--- src/rtl/disp_colr_adapt.sv ---
// disp_colr_adapt: two-stage colour-depth adapter (replicate, truncate or ordered dither) with matched coordinate/sync delay
module disp_colr_adapt #(
  parameter int BPC_IN  = 5,
  parameter int BPC_OUT = 8,
  parameter int CHANS   = 3,
  parameter int CORDW   = 16,
  parameter int DITHER  = 1
) (
  input  logic                     clk_pix,
  input  logic                     rst_pix_n,
  input  logic                     dither_en,
  input  logic [CORDW-1:0]         in_x,
  input  logic [CORDW-1:0]         in_y,
  input  logic                     in_de,
  input  logic                     in_frame,
  input  logic [CHANS*BPC_IN-1:0]  in_colr,
  output logic [CORDW-1:0]         out_x,
  output logic [CORDW-1:0]         out_y,
  output logic                     out_de,
  output logic                     out_frame,
  output logic [CHANS*BPC_OUT-1:0] out_colr
);
  if (BPC_IN < 1 || BPC_IN > 16 || BPC_OUT < 1 || BPC_OUT > 16 || CHANS < 1 || CHANS > 4 ||
      CORDW < 1 || DITHER < 0 || DITHER > 2) begin : g_bad_param
    $error("disp_colr_adapt: parameter out of range");
  end
  logic [CORDW-1:0]         x1, y1;
  logic                     de1, fr1;
  logic [CHANS*BPC_IN-1:0]  c1;
  logic [CHANS*BPC_OUT-1:0] adapt;
  always_ff @(posedge clk_pix or negedge rst_pix_n)
    if (!rst_pix_n) begin
      x1        <= '0;
      y1        <= '0;
      de1       <= 1'b0;
      fr1       <= 1'b0;
      c1        <= '0;
      out_x     <= '0;
      out_y     <= '0;
      out_de    <= 1'b0;
      out_frame <= 1'b0;
      out_colr  <= '0;
    end else begin
      x1        <= in_x;
      y1        <= in_y;
      de1       <= in_de;
      fr1       <= in_frame;
      c1        <= in_colr;
      out_x     <= x1;
      out_y     <= y1;
      out_de    <= de1;
      out_frame <= fr1;
      out_colr  <= de1 ? adapt : '0;
    end
  if (BPC_OUT < BPC_IN) begin : g_red
    localparam int D  = BPC_IN - BPC_OUT;
    localparam int SH = D >= 2 ? D - 2 : 0;
    logic [1:0]      phase, b;
    logic [BPC_IN:0] t, t1;
    always_comb begin
      b = {in_x[0] ^ in_y[0], in_y[0]} + (DITHER == 2 ? phase : 2'd0);
      t = (DITHER == 0 || !dither_en) ? '0 : D >= 2 ? (BPC_IN+1)'(b) << SH : (BPC_IN+1)'(b[1]);
    end
    always_ff @(posedge clk_pix or negedge rst_pix_n)
      if (!rst_pix_n) begin
        phase <= 2'd0;
        t1    <= '0;
      end else begin
        t1    <= t;
        phase <= in_frame ? phase + 2'd1 : phase;
      end
    for (genvar k = 0; k < CHANS; k++) begin : g_ch
      logic [BPC_IN:0] s;
      assign s = {1'b0, c1[k*BPC_IN +: BPC_IN]} + t1;
      assign adapt[k*BPC_OUT +: BPC_OUT] = s[BPC_IN] ? '1 : s[BPC_IN-1:D];
    end
  end else if (BPC_OUT == BPC_IN) begin : g_eq
    logic unused_dither;
    assign unused_dither = dither_en;
    assign adapt = c1;
  end else begin : g_exp
    logic unused_dither;
    assign unused_dither = dither_en;
    for (genvar k = 0; k < CHANS; k++) begin : g_ch
      for (genvar i = 0; i < BPC_OUT; i++) begin : g_bit
        assign adapt[k*BPC_OUT+i] = c1[k*BPC_IN + BPC_IN-1 - (BPC_OUT-1-i) % BPC_IN];
      end
    end
  end
endmodule

--- config.mk ---
export PLATFORM = sky130hd
export DESIGN_NAME = disp_colr_adapt
export DESIGN_NICKNAME = d
export VERILOG_FILES = /design/src/rtl/disp_colr_adapt.sv
export SDC_FILE = /design/constraint.sdc
export NUM_CORES = 1
export LEC_CHECK = 0
export ABC_AREA = 0
export ABC_CLOCK_PERIOD_IN_PS = 1800
export BUFFER_PORTS_ARGS = -buffer_cell sky130_fd_sc_hd__buf_2
export CAP_MARGIN = 0
export CORE_MARGIN = 3
export CORE_UTILIZATION = 49
export DETAILED_ROUTE_END_ITERATION = 8
export PLACE_DENSITY = 0.92
export SLEW_MARGIN = 10
export SYNTH_ARGS = -nofsm -noshare
export SYNTH_HDL_FRONTEND = slang
export SYNTH_SLANG_ARGS = --single-unit
--- constraint.sdc ---
create_clock -name clk_pix -period 1.8 [get_ports clk_pix]
set_input_delay 0.36 -clock clk_pix [delete_from_list [all_inputs] [get_ports clk_pix]]
set_output_delay 0.36 -clock clk_pix [all_outputs]
set_load 0.005 [all_outputs]
==> results of run 1 <==
[sequential cells by signal, indices dropped and copies added (netlist names)]
name	cells
out_y	16
c1	15
out_colr	15
out_x	16
out_de	1
y1	16
out_frame	1
fr1	1
x1	16
de1	1
[cell families after synthesis]
family	count (synthesis)	synth area share, %
buffers and inverters	10	2.99
AND/OR/NAND/NOR	15	4.08
flip-flops	98	92.9
[final timing paths]
kind                                         start                      to  cells past startpoint
min in group clk_pix                       in_y[4]         y1[4]$_DFF_PN0_                      1
worst max-delay path            out_x[2]$_DFF_PN0_                out_x[2]                      1
worst min-delay path                     rst_pix_n        c1[10]$_DFF_PN0_                      2
max in group asynchronous                rst_pix_n      out_y[6]$_DFF_PN0_                      2
worst max register to register       de1$_DFF_PN0_  out_colr[22]$_DFF_PN0_                      1
worst min register to register     x1[0]$_DFF_PN0_      out_x[0]$_DFF_PN0_                      0
[cell type report]
cell class	instances	area, um2
Clock inverter	4	75.1
Fill cell	360	1740
Timing Repair Buffer	109	563
Tap cell	70	87.6
Clock buffer	12	145
Multi-Input combinational cell	15	108
Sequential cell	98	2450
[metal layers]
layer  share of wire, %  GRT usage, %
met5                  0             0
met4                1.3          5.67
met3                 11          6.66
met2                 48          22.4
met1                 40          17.8
[report_power, final]
part / total [uW] / leakage, uW / switching (uW) / internal, uW
clock: 1500 / 0.000103 / 681 / 822
combinational: 190 / 0.000503 / 93.3 / 96.5
sequential: 2340 / 0.00116 / 31.2 / 2310
total: 4030 / 0.00177 / 805 / 3230
[synth_stat cells, drive strengths merged]
| master | count |
|---|---|
| and2 | 15 |
| dfrtp | 98 |
| buf | 10 |
[through the flow]
step / power (uW) / cell area (um2) / util [%]
final: 4030 / 3430 / 66.3
after global routing: 4220 / 3430 / 66.3
after CTS: 4080 / 3430 / 66.3
after detailed placement: 2580 / 3210 / 62.1
after global placement: 2570 / 3210 / 62.1
after floorplan: 2420 / 2640 / -
==> key figures, run 1 <==
STA
  – Max_slew headroom: 67.5%
  – Fmax: 820 MHz
  – Min Clock Period, post-route: 1.22 ns
  – Worst hold slack: 0.0332 ns
  – Final Max Slew Viols: 0
  – Final hold vios: 0
  – Clk_skew: 0.00775 ns
  – Worst Tran Pin Value: 0.487 ns
  – Setup_tns: 0 ns
  – Fin worst setup slack: 0.581 ns
  – Finish-stage setup viols: 0
  – RSZ-0062 raised after global routing: no
  – Fin crit share: 67.7%

Clocking
  – Clk root buf: clkbuf_8
  – CTS Buf Count: 9
  – Post-CTS setup buffers: 0
  – Maximum buffer depth of the clock tree: 2
  – Clock Sinks: 98
  – Clock Latency Late Sink: 0.35 ns
  – Hold-fix buffers, CTS: 0
  – CTS tree: done
  – PostCTS Resize Cnt: 0
  – Htree depth: 3
  – Clock-pin slew on the worst setup and hold paths: 0.09 ns

Die
  – Die Wd: 79.4 um
  – Die Area: 6300 um2
  – IO Pins: 110
  – Initial core utilization: 51.0%
  – Site row count: 26
  – Die Ht: 79.4 um
  – Core Area: 5170 um2

Global route
  – GRT Residual Overflow: 0
  – Initial antenna violation count: 0
  – Largest net degree at the start of global routing: 99
  – Global-route wire length before repair: 6540 um
  – Total Routing Usage GR: 14.5%
  – Vias in the first global route: 1405

Route
  – Vias per cell: 4.18
  – Remaining antenna violation count: 0
  – Initial drt markers: 75
  – DR WL/cell: 13.4 um
  – Final wirelength: 4120 um
  – Drt first pass iters: 4
  – DRC Markers: 0
  – Total number of vias: 1286

Final layout
  – Leading cell type in the layout, fill and taps excluded: buf_2
  – ANT cells: 0
  – Area growth syn-to-layout: 30.0%
  – Share of cells above drive strength 1: 56.3%
  – Most frequent cells in the layout: 107 x buf_2, 98 x dfrtp_1, 11 x and2_2
  – Post-route insts no fill: 308
  – Nets: 285

Critical path
  – Critical path class: reg2out
  – Critical Path AT: 0.86 ns
  – Worst Setup Start Kind: flop
  – Crit Path Max Fanout: 1
  – Max incr delay on CP: 0.39 ns
  – Slowest cell on crit path: dfrtp_1
  – CP cell instances: buf_2
  – CP Capture Type: primary output
  – Bufs and invs on worst path: 1
  – Crit path required time: 1.44 ns
  – R2R setup slack: 0.96 ns
  – Crit-path leading delay family: flip-flops

Placement
  – Dpl hpwl: 2840 um
  – Port-buffer cells: 108
  – Placed insts: 292
  – Final RePlAce weighted congestion: 0.633
  – Place WS: 0.932 ns

Logic synthesis
  – Syn_nets: 175
  – Area leader, netlist: dfrtp_1
  – Post-synthesis cell type count: 5
  – Syn. warnings: 0
  – Flops & latches, synth: 98
  – Ranking of synthesized cells by area: dfrtp_1 93%, and2_2 3.1%, buf_4 2.6%
  – Yosys top cell area share: 92.9%
  – Synth Instances: 123
  – Avg Cell Area, Syn: 21.5 um2
  – Synth Cell Area: 2640 um2
  – Register area share after synthesis: 92.9%

Job
  – Maxcap violations: 0

Power
  – Max rail drop VDD: 0.000840 V
  – PD cells: 1180 nW/um2
  – Leakage: 0.00177 uW

Min path
  – Min-delay worst type: in2async

Run status
  – Status: finished clean
(Power assumes the default switching activity.)
==> run 2, diff against run 1 <==
- ABC_AREA: 0 -> 1
- ABC_CLOCK_PERIOD_IN_PS: 1800 -> 1200
- CORE_UTILIZATION: 49 -> 46
- PLACE_DENSITY: 0.92 -> 0.88
- clock period: 1.8 -> 1.2 ns (I/O delays scaled with it)
==> run 2 against run 1 <==
Against the previous run: global-route usage rose by 2.6 points; largest power group unchanged; final cell count increased by 21%; core utilization is 7.6 points higher; critical endpoint is now out_colr[1]; final area increased by 15%; via count rose by 21%; critical path depth unchanged; sequential share of layout area is 9.3 points lower.
==> key figures, run 2 <==
Run status
  – Status: finished clean

Logic synthesis
  – Synth Cell Area: 2640 um2 (+0.19%)
  – Most frequent cells after synthesis: 98 x dfrtp_1, 15 x inv_1, 15 x nand2_1, 9 x buf_4, 1 x buf_6
  – Most frequent cell after synthesis: dfrtp_1
  – Register area share after synthesis: 92.8% (-0.18 points)
  – Area leader, netlist: dfrtp_1
  – Syn_nets: 190 (+8.6%)
  – Post-synthesis cell type count: 5 (unchanged)
  – Avg Cell Area, Syn: 19.2 um2 (-11%)
  – Yosys top cell area share: 92.8% (-0.18 points)
  – Syn. warnings: 0 (unchanged)
  – Ys flop type: dfrtp_1
  – Ranking of synthesized cells by area: dfrtp_1 93%, buf_4 2.6%, inv_1 2.1%
  – Post-synth EDFFs: 0 (unchanged)
  – Flops & latches, synth: 98 (unchanged)
  – Synth Instances: 138 (+12%)
  – Asr flop ratio synth: 100% (unchanged)

Global route
  – Total Routing Usage GR: 17.1% (+2.6 points)
  – Vias in the first global route: 1741 (+24%)
  – GRT Residual Overflow: 0 (unchanged)
  – Largest net degree at the start of global routing: 58 (-41%)
  – Global-route wire length before repair: 8020 um (+23%)
  – Initial antenna violation count: 0 (unchanged)

STA
  – Final hold vios: 0 (unchanged)
  – Final Max Slew Viols: 0 (unchanged)
  – Finish-stage setup viols: 0 (unchanged)
  – Max_slew headroom: 81.3% (+14 points)
  – Worst Tran Pin Value: 0.280 ns (-0.207 ns)
  – RSZ-0062 raised after global routing: no
  – Setup_tns: 0 ns (unchanged)
  – Clk_skew: 0.00924 ns (+0.00150 ns)
  – Fmax: 906 MHz
  – Min Clock Period, post-route: 1.10 ns
  – Fin crit share: 92.0%

Critical path
  – Worst Setup Start Kind: flop
  – Bufs and invs on worst path: 1 (unchanged)
  – R2R Path Start: de1$_DFF_PN0_
  – Crit Path Max Fanout: 2 (+1)
  – Crit path from: out_colr[6]$_DFF_PN0_
  – CP Capture Type: primary output
  – FF-to-FF path depth: 3 (+2)
  – Crit path required time: 0.96 ns (-0.48 ns)
  – CP cell instances: buf_2
  – Levels on crit path: 1 (unchanged)
  – Crit-path leading delay family: flip-flops
  – Critical path class: reg2out
  – Max incr delay on CP: 0.39 ns (about the same)
  – Critical Path AT: 0.86 ns (about the same)
  – Slowest cell on crit path: dfrtp_1

Min path
  – Hold Path Origin: in_y[9]
  – Min-delay worst type: in2reg
  – Cells on Worst Hold Path: 1

Clocking
  – Clock Sinks: 98 (unchanged)
  – Post-CTS setup buffers: 0 (unchanged)
  – Maximum buffer depth of the clock tree: 2 (unchanged)
  – Clock Latency Late Sink: 0.35 ns (about the same)
  – Clk root buf: clkbuf_8
  – Htree depth: 3 (unchanged)
  – Clock-pin slew on the worst setup and hold paths: 0.09 ns (about the same)
  – CTS Buf Count: 9 (unchanged)
  – PostCTS Resize Cnt: 0 (unchanged)
  – CTS tree: done

Final layout
  – Leading cell type in the layout, fill and taps excluded: buf_2
  – Register Area: 2450 um2 (unchanged)
  – Fill cell count: 351 (-2.5%)
  – Most frequent cells in the layout: 107 x buf_2, 98 x dfrtp_1, 49 x dlygate4sd3_1
  – Area growth syn-to-layout: 49.3%
  – Nets: 351 (+23%)
  – Multi-input logic area: 56.3 um2 (-48%)
  – ANT cells: 0 (unchanged)
  – Share of cells above drive strength 1: 40.5% (-16 points)

Die
  – Initial core utilization: 49.6% (-1.5 points)
  – Core Area: 5340 um2 (+3.1%)
  – IO Pins: 110 (unchanged)
  – Site row count: 26 (unchanged)
  – Die Ht: 81.8 um (+3.1%)
  – Die Area: 6690 um2 (+6.2%)
  – Die Wd: 81.8 um (+3.1%)

Power
  – Seq pwr share: 56.9% (-1.1 points)
  – Clk network pwr share: 36.2% (-1.1 points)
  – PD cells: 1560 nW/um2 (+33%)
  – Post-route total power: 6180 uW (+53%)
  – Switch share: 19.8% (-0.15 points)
  – Internal power: 4950 uW (+53%)
  – NetSw: 1220 uW (+52%)
  – Comb pwr share: 6.9% (+2.2 points)
  – Leakage: 0.00209 uW (+18%)
  – Max rail drop VDD: 0.00130 V (+55%)

Placement
  – Port-buffer cells: 108 (unchanged)
  – Dpl hpwl: 3070 um (+8.1%)
  – Final RePlAce weighted congestion: 0.647 (+2.2%)

Route
  – Initial drt markers: 56 (-25%)
  – Drt first pass iters: 3 (-1)
  – Final wirelength: 5130 um (+25%)
  – Vias per cell: 4.16 (-0.36%)
  – DR WL/cell: 13.7 um (+2.7%)
  – Total number of vias: 1556 (+21%)
  – Remaining antenna violation count: 0 (unchanged)
  – DRC Markers: 0 (unchanged)

Job
  – Maxcap violations: 0 (unchanged)
## run 2: logic make-up after synthesis
family	Yosys count	share of synthesized area (%)
buffers and inverters	25	5.11
DFF	98	92.8
and+or+nand+nor	15	2.13
## run 2: repair_timing
action / CTS / global route
hold buffers: 49 / 0
endpoints found under the hold margin: 146 / 0
endpoints found under the setup margin: 0 / 0
## run 2: layer usage
| metal | vias up | track usage [%] | routed length (um) |
|---|---|---|---|
| met5 | - | 0 | 0 |
| met3 | 14 | 5.48 | 350 |
| met4 | 0 | 10.1 | 123 |
| li1 | 718 | - | - |
| met2 | 63 | 30.5 | 2990 |
| met1 | 761 | 17.2 | 1670 |
## run 2: stage by stage
stage | util [%] | hold slack (ns) | instances | area [um2] | setup WS, ns
3_5_place_dp | 60.8 | 0.0453 | 309 | 3240 | 0.442
4_1_cts | 74.0 | 0.00238 | 374 | 3950 | 0.0705
3_3_place_gp | 60.8 | 0.0442 | 309 | 3240 | 0.459
5_1_grt | 74.0 | 0.00415 | 374 | 3950 | 0.0368
6_report | 74.0 | 0.0225 | 374 | 3950 | 0.0964
2_1_floorplan | - | -0.0556 | 138 | 2640 | 0.449
## run 2: final timing paths
check                                         to  slack (ns)
min                              y1[9]$_DFF_PN0_        0.02
min in group asynchronous       x1[10]$_DFF_PN0_        0.23
max reg2reg                out_colr[7]$_DFF_PN0_        0.42
max                                  out_colr[1]         0.1
min reg2reg                   out_y[9]$_DFF_PN0_        0.34
max in group asynchronous        y1[9]$_DFF_PN0_        0.51
## run 2: final cells by class
type,count,area share [%]
sequential,98,62.1
timing repair buffer,160,27.4
clock buffer,14,3.87
tap,70,2.22
clock inverter,2,1.52
multi-input combinational,15,1.43
inverter,15,1.43
## run 2: power groups by stage
stage / combinational (uW) / clock, uW / sequential [uW]
6_report: 428 / 2240 / 3510
3_3_place_gp: 297 / 0 / 3570
2_1_floorplan: 47.5 / 0 / 3590
5_1_grt: 481 / 2440 / 3530
3_5_place_dp: 308 / 0 / 3580
4_1_cts: 431 / 2290 / 3510
## run 2: worst reg2reg max path, cell delays in order (launching register included)
cell     delay [ns]
dfrtp_1        0.37
buf_4          0.19
nand2_1        0.09
inv_1          0.04
==> run 3, diff against run 2 <==
- CORE_MARGIN: 3 -> unset
- CTS_CLUSTER_SIZE: unset -> 25
- RECOVER_POWER: unset -> 50
==> run 3 against run 2 <==
Against the previous run: combinational power is 2% lower; via count is 2.2% lower; sequential share of layout area is 0.72 points higher; die area is 9.5% lower; first-iteration DRC count is 29% lower; final area is 1.1% lower; critical path depth stayed put; global-route usage is 0.37 points higher; fmax is 0.29% higher; non-clock buffer count is 1 higher; sequential cell count stayed put; count of clock-buffer cells in the layout is 4 lower; critical path type unchanged; largest power group unchanged.
==> key figures, run 3 (synthesized netlist as in run 2, its figures left out) <==
Run status
  – Status: finished clean

STA
  – Clk_skew: 0.00546 ns (-0.00378 ns)
  – Final hold vios: 0 (unchanged)
  – Worst Tran Pin Value: 0.453 ns (+0.172 ns)
  – Min Clock Period, post-route: 1.10 ns (-0.00323 ns)
  – Max_slew headroom: 69.8% (-11 points)
  – Fin crit share: 91.7% (-0.27 points)
  – RSZ-0062 raised after global routing: no
  – Fmax: 909 MHz (+0.29%)
  – Setup_tns: 0 ns (unchanged)
  – Finish-stage setup viols: 0 (unchanged)
  – Final Max Slew Viols: 0 (unchanged)

Final layout
  – Fin area: 3900 um2 (-1.1%)
  – Leading cell type in the layout, fill and taps excluded: buf_2
  – Most frequent cells in the layout: 106 x buf_2, 98 x dfrtp_1, 50 x dlygate4sd3_1
  – Post-route insts no fill: 377 (+0.80%)
  – ANT cells: 0 (unchanged)
  – Share of cells above drive strength 1: 41.3% (+0.85 points)
  – Area growth syn-to-layout: 47.6%
  – Nets: 352 (+0.28%)
  – Core Util, Final: 70.8% (-3.1 points)

Critical path
  – Crit path required time: 0.96 ns (about the same)
  – R2R Path Start: de1$_DFF_PN0_
  – Levels on crit path: 1 (unchanged)
  – FF-to-FF path depth: 3 (unchanged)
  – Max incr delay on CP: 0.39 ns (about the same)
  – Critical Path AT: 0.86 ns (about the same)
  – Crit Path Max Fanout: 2 (unchanged)
  – CP cell instances: buf_2
  – Bufs and invs on worst path: 1 (unchanged)
  – Worst Setup Start Kind: flop
  – CP Capture Type: primary output
  – Crit path from: out_colr[15]$_DFF_PN0_
  – Crit-path leading delay family: flip-flops
  – Slowest cell on crit path: dfrtp_1
  – Critical path class: reg2out

Route
  – Initial drt markers: 40 (-29%)
  – Remaining antenna violation count: 0 (unchanged)
  – Drt first pass iters: 2 (-1)
  – DR WL/cell: 12.5 um (-8.7%)
  – DRC Markers: 0 (unchanged)
  – Final wirelength: 4720 um (-8.0%)
  – Vias per cell: 4.04 (-3.0%)
  – Total number of vias: 1522 (-2.2%)

Placement
  – Placed insts: 311 (+0.65%)
  – Dpl hpwl: 2810 um (-8.4%)
  – Final RePlAce weighted congestion: 0.631 (-2.5%)
  – Port-buffer cells: 108 (unchanged)
  – Placed Instance Area: 3250 um2 (about the same)

Min path
  – Cells on Worst Hold Path: 0 (-1)
  – Hold Path Origin: y1[9]$_DFF_PN0_
  – Min-delay worst type: reg2reg

Die
  – Core Area: 5510 um2 (+3.2%)
  – Site row count: 27 (+3.8%)
  – Die Wd: 77.8 um (-4.9%)
  – Die Area: 6050 um2 (-9.5%)
  – Die Ht: 77.8 um (-4.9%)
  – IO Pins: 110 (unchanged)
  – Initial core utilization: 48.0% (-1.5 points)

Clocking
  – Clock-pin slew on the worst setup and hold paths: 0.08 ns (about the same)
  – Htree depth: 3 (unchanged)
  – Clk root buf: clkbuf_8
  – Hold-fix buffers, CTS: 48 (-2.0%)
  – Clock Sinks: 98 (unchanged)
  – Clock Latency Late Sink: 0.34 ns (about the same)
  – Post-CTS setup buffers: 0 (unchanged)
  – CTS tree: done
  – CTS Buf Count: 9 (unchanged)
  – Maximum buffer depth of the clock tree: 2 (unchanged)
  – PostCTS Resize Cnt: 0 (unchanged)

Power
  – Max rail drop VDD: 0.000982 V (-24%)
  – Leakage: 0.00207 uW (-0.79%)
  – PD cells: 1470 nW/um2 (-6.1%)

Global route
  – Vias in the first global route: 1638 (-5.9%)
  – Initial antenna violation count: 0 (unchanged)
  – Total Routing Usage GR: 17.5% (+0.37 points)
  – GRT Residual Overflow: 0 (unchanged)
  – Largest net degree at the start of global routing: 50 (-14%)
  – Global-route wire length before repair: 7450 um (-7.0%)

Job
  – Maxcap violations: 0 (unchanged)
-- run 3: final timing paths --
check / to / slack [ns]
max: out_colr[15] / 0.1
min: out_y[9]$_DFF_PN0_ / 0.35
max reg2reg: out_colr[18]$_DFF_PN0_ / 0.34
min reg2reg: out_y[9]$_DFF_PN0_ / 0.35
max in group asynchronous: c1[14]$_DFF_PN0_ / 0.20
min in group asynchronous: x1[15]$_DFF_PN0_ / 0.38
-- run 3: cell type report --
type,count,area (um2)
clock buffer,10,138
fill,361,1610
multi-input combinational,15,56.3
sequential,98,2450
timing repair buffer,161,1080
clock inverter,6,32.5
tap,72,90.1
inverter,15,56.3
-- run 3: power breakdown --
group	internal (uW)	total, uW	switching, uW
registers	3460	3510	46.2
clock network	792	1800	1010
logic	245	421	175
total	4500	5730	1230
-- run 3: per-layer routing --
layer  track usage (%)  wire, um
met5                 0         0
met4              9.62        59
met3              5.29       279
met2              31.8      2720
met1              17.7      1660
-- run 3: through the flow --
| stage | power (uW) | setup WS [ns] | hold WS, ns |
|---|---|---|---|
| after floorplan | 3630 | 0.449 | -0.0556 |
| after global placement | 3870 | 0.454 | 0.122 |
| after detailed placement | 3880 | 0.434 | 0.131 |
| after CTS | 5780 | 0.0813 | 0.00102 |
| after global routing | 6000 | 0.0583 | 0.360 |
| final | 5730 | 0.0997 | 0.353 |
